`config.mk`:
```
export PLATFORM = sky130hd
export DESIGN_NAME = serial_adder
export DESIGN_NICKNAME = d
export VERILOG_FILES = /design/src/rtl/serial_adder.sv
export SDC_FILE = /design/constraint.sdc
export NUM_CORES = 1
export LEC_CHECK = 0
export BUFFER_PORTS_ARGS = -buffer_cell sky130_fd_sc_hd__buf_2
export CAP_MARGIN = 0
export CORE_MARGIN = 1.5
export CORE_UTILIZATION = 52
export CTS_CLUSTER_SIZE = 12
export DETAILED_ROUTE_END_ITERATION = 8
export HOLD_SLACK_MARGIN = 0.03
export PLACE_DENSITY = 0.74
export SYNTH_ARGS = -nofsm -noshare
export SYNTH_HDL_FRONTEND = slang
export SYNTH_SLANG_ARGS = --single-unit
```
`constraint.sdc`:
```
create_clock -name clk -period 1.4 [get_ports clk]
set_input_delay 0.14 -clock clk [delete_from_list [all_inputs] [get_ports clk]]
set_output_delay 0.14 -clock clk [all_outputs]
set_load 0.02 [all_outputs]
```
`src/rtl/serial_adder.sv`:
```
// serial_adder: bit-serial WIDTH-bit adder with carry-in.
// One bit per clock, LSB first; registered sum/cout/ovf with a done pulse.
module serial_adder #(
    parameter int WIDTH = 4
) (
    input  logic             clk,
    input  logic             rst,
    input  logic             start,
    input  logic [WIDTH-1:0] a,
    input  logic [WIDTH-1:0] b,
    input  logic             cin,
    output logic [WIDTH-1:0] sum,
    output logic             cout,
    output logic             ovf,
    output logic             busy,
    output logic             done
);

    localparam int CW = (WIDTH > 2) ? $clog2(WIDTH) : 1;
    localparam logic [CW-1:0] LAST = CW'(WIDTH - 1);

    typedef enum logic [1:0] {
        S_IDLE,
        S_ADD,
        S_DONE
    } state_t;

    state_t           r_state;
    logic [WIDTH-1:0] r_a;
    logic [WIDTH-1:0] r_b;
    logic             r_c;
    logic [WIDTH-2:0] r_sh;
    logic [CW-1:0]    r_cnt;
    logic [WIDTH-1:0] r_sum;
    logic             r_cout;
    logic             r_ovf;
    logic             r_busy;
    logic             r_done;

    logic             w_s;
    logic             w_co;
    logic [WIDTH-1:0] w_next;

    assign w_s    = r_a[0] ^ r_b[0] ^ r_c;
    assign w_co   = (r_a[0] & r_b[0]) | (r_a[0] & r_c) | (r_b[0] & r_c);
    // New sum bit enters at the top; after the last bit this is the result.
    assign w_next = {w_s, r_sh};

    assign sum  = r_sum;
    assign cout = r_cout;
    assign ovf  = r_ovf;
    assign busy = r_busy;
    assign done = r_done;

    // Control FSM, datapath shift registers and registered outputs.
    always_ff @(posedge clk) begin
        if (rst) begin
            r_state <= S_IDLE;
            r_a     <= '0;
            r_b     <= '0;
            r_c     <= 1'b0;
            r_sh    <= '0;
            r_cnt   <= '0;
            r_sum   <= '0;
            r_cout  <= 1'b0;
            r_ovf   <= 1'b0;
            r_busy  <= 1'b0;
            r_done  <= 1'b0;
        end else begin
            unique case (r_state)
                S_IDLE, S_DONE: begin
                    r_done <= 1'b0;
                    if (start) begin
                        r_a     <= a;
                        r_b     <= b;
                        r_c     <= cin;
                        r_sh    <= '0;
                        r_cnt   <= '0;
                        r_busy  <= 1'b1;
                        r_state <= S_ADD;
                    end else begin
                        r_busy  <= 1'b0;
                        r_state <= S_IDLE;
                    end
                end
                S_ADD: begin
                    r_sh  <= w_next[WIDTH-1:1];
                    r_a   <= {1'b0, r_a[WIDTH-1:1]};
                    r_b   <= {1'b0, r_b[WIDTH-1:1]};
                    r_c   <= w_co;
                    r_cnt <= r_cnt + 1'b1;
                    if (r_cnt == LAST) begin
                        // r_c here is the carry into the MSB.
                        r_sum   <= w_next;
                        r_cout  <= w_co;
                        r_ovf   <= r_c ^ w_co;
                        r_busy  <= 1'b0;
                        r_done  <= 1'b1;
                        r_state <= S_DONE;
                    end
                end
                default: begin
                    r_busy  <= 1'b0;
                    r_done  <= 1'b0;
                    r_state <= S_IDLE;
                end
            endcase
        end
    end

endmodule

```
==> metrics.md <==
| Metric | Value |
|---|---|
| GP Congestion | between 0.7 and 0.8 |
| CTS tree | done |
| Area contributors post-synth | dfxtp_1 (48%), nand2_1 (9.3%), a21oi_1 (7.0%), nand3_1 (6.5%), a311oi_1 (5.2%) |
| FF+latch count, synth | 24 |
| Area growth syn-to-layout | 11.8% |
| Leading cell type by number of instances after synthesis | nand2_1 |
| DRC | 0 |
| Sequential fraction of the synthesis area | between 40% and 50% |
| Htree depth | 1 |
| CP endpoint | ovf |
| Met2 GRT Util | 32.1% |
| Reg2reg end | ovf |
| DIE HEIGHT | 47.0 µm |
| Share of the synthesized area in the top cell type | a little under half |
| Global route overflow | 0 |
| Met3 Use GR | 3.46% |
| First-pass GRT wire length | 3010 µm |
| Clk Latency, worst-skew pair | 0.30 ns |
| # clock sinks | 24 |
| Setup crit start | r_a[0] |
| IO Count | 20 |
| Fin. Hold Viols | 0 |
| Crit. End Element | register |
| Slew Viols, Final | 0 |
| Fin Setup TNS | 0 ns |
| CTS root buf | clkbuf_4 |
| Reported max-cap violation count | 0 |
| Worst Min Path Start | a[3] |
| Status | finished, final reports clean |
| Fin util | 63.8% |
| Die width | roughly 47 µm |
| Worst reg2reg path startpoint | r_a[0] |
| Type of origin of the critical path | register |
| Power density cells | roughly 1100 nW/µm² |
| Via Count | 821 |
| Number of synthesis warnings | 0 |
| Share of cells above drive strength 1 | 24.1% |
| Ys flop type | dfxtp_1 |
| EDFF count, synth | 0 |
| Cell count of the worst reg-to-reg path | 4 |
| Worst hold path class | in -> reg |
| Core area | around 1800 µm² |
| Post-route ant nets | 0 |
| M1 GR Usage | 22.8% |
| Final net count | 148 |
| Rel. slew slack | between 70% and 80% |
| DR WL/cell | 11.2 µm |
| Yosys top cell by area | dfxtp_1 |
| F_max | 0.777 GHz |
| Post-synthesis average cell area | 8.67 µm² |
| Gr busiest metal | met2 |
| Cells after synthesis | 116 |
| Worst Path Class, Setup | reg -> reg |
| WL final | 1760 µm |
| Critical Path AT | between 1.5 and 2 ns |
| Drt first pass iters | 4 |
| CP Max Fanout | 3 |
| Clk_skew | 0.00457 ns |
| Ys async rst share | 0% |
| Final Power | 0.00126 W |
| Leak | approximately 0.46 nW |
| Post-DR vias/cell | 5.20 |
| Antenna Cells | 0 |
| Initial antenna violation count | 0 |
| Clock transition at path regs | roughly 0.13 ns |
| Die ar. | 2210 µm² |
| Worst vdd ir | 0.000675 V |
| Setup violators final | 0 |
| Post-CTS Repair Setup Buffers | 0 |
| Row cnt | 15 |
| Largest net degree at the start of global routing | 25 |
| Detailed placement HPWL | 1220 µm |
| CTS max path bufs | 2 |
| Mapped cell area | between 1000 and 1500 µm² |
| Reg2reg setup slack | 0.11 ns |
| Least-Margin Pin Slew | 0.435 ns |
| DR iter-0 viols | 18 |
| Vias in the first global route | 752 |
| Worst hold stages | 3 |
| Gr usage total | 18.9% |
| Cts bufs inserted | 3 |
| RSZ-0062 raised after global routing | false |
| Top cells by count, synth | nand2_1 (25), dfxtp_1 (24), a21oi_1 (14) |
| CP required | 1.64 ns |
| Mapped Nets | 130 |
| Synth cell types | 22 |
| Tcrit/Tclk final | 91.9% |
| Final min period | 1.29 ns |
| Port Buf Inserts | 19 |
| Initial core utilization | 57.0% |
timing repair:
| action | 4_1_cts | 5_1_grt |
|---|---|---|
| hold buffers | 0 | 0 |
| setup endpoints to repair | 0 | 3 |
| gates resized for setup | 0 | 1 |
worst max-delay path, stage by stage, from the launching register on:
cell and delay, ns:
dfxtp_1 0.35, fa_1 0.48, xor2_1 0.17, nand3_1 0.09, a21oi_1 0.14
power by group:
group	switching [W]	total [W]	internal (W)
registers	0.0000233	0.000741	0.000717
clock network	0.000200	0.000359	0.000158
logic	0.0000917	0.000158	0.0000664
total	0.000315	0.00126	0.000942
per-stage QoR:
stage / worst slack [ns] / area, µm² / instances / hold slack, ns
global route: 0.0268 / 1120 / 158 / 0.0503
floorplan: 0.194 / 1010 / 116 / 0.212
detailed placement: 0.125 / 1090 / 154 / 0.388
global placement: 0.165 / 1090 / 154 / 0.380
finish: 0.113 / 1120 / 158 / 0.0511
CTS: 0.0968 / 1120 / 158 / 0.0531
registers in the layout, indices dropped and copies added (netlist names), 2 cells and up:
signal,cells
r_a,4
r_b,4
r_cnt,2
r_sh,3
r_state,2
sum,4
how the worst min path moves through the flow:
| stage | slack, ns | endpoint |
|---|---|---|
| 3_5_place_dp | 0.39 | r_a[3] |
| 4_1_cts | 0.05 | r_a[3] |
| 2_1_floorplan | 0.21 | r_b[0] |
| 6_report | 0.05 | r_a[3] |
| 5_1_grt | 0.05 | r_a[3] |
| 3_3_place_gp | 0.38 | r_a[3] |
cell usage in the layout, fill, tap and decap left out, types with 2 or more instances in the layout:
master	instances
a21oi_1	14
buf_4	4
and2b_2	2
clkbuf_4	3
nor2_1	9
nand2b_1	2
nand3_1	13
nand2_1	25
buf_2	19
dfxtp_1	24
a311oi_1	6
nand3b_1	2
cell families (layout without fill, tap and decap cells):
logic type	Yosys count	count (layout)	share of synthesized area, %
AO/OA/AOI/OAI	22	22	14.4
XOR/XNOR	1	1	0.871
adder cells (fa/ha/maj)	2	2	3.23
buffers and inverters	10	27	7.59
flip-flops	24	24	47.8
AND/OR/NAND/NOR	57	57	26.1
area by class of cell:
class | instances | area, µm²
well taps | 25 | 31.3
clock buffers | 4 | 36.3
multi-input cells | 82 | 452
repair buffers | 23 | 125
flip-flops and latches | 24 | 480
fillers | 175 | 639
metal layers:
layer,vias up,routed length [µm]
met2,18,843
met3,2,65
li1,427,-
met4,0,12
met5,-,0
met1,374,841
No activity file was read; power rests on OpenSTA's default activity.
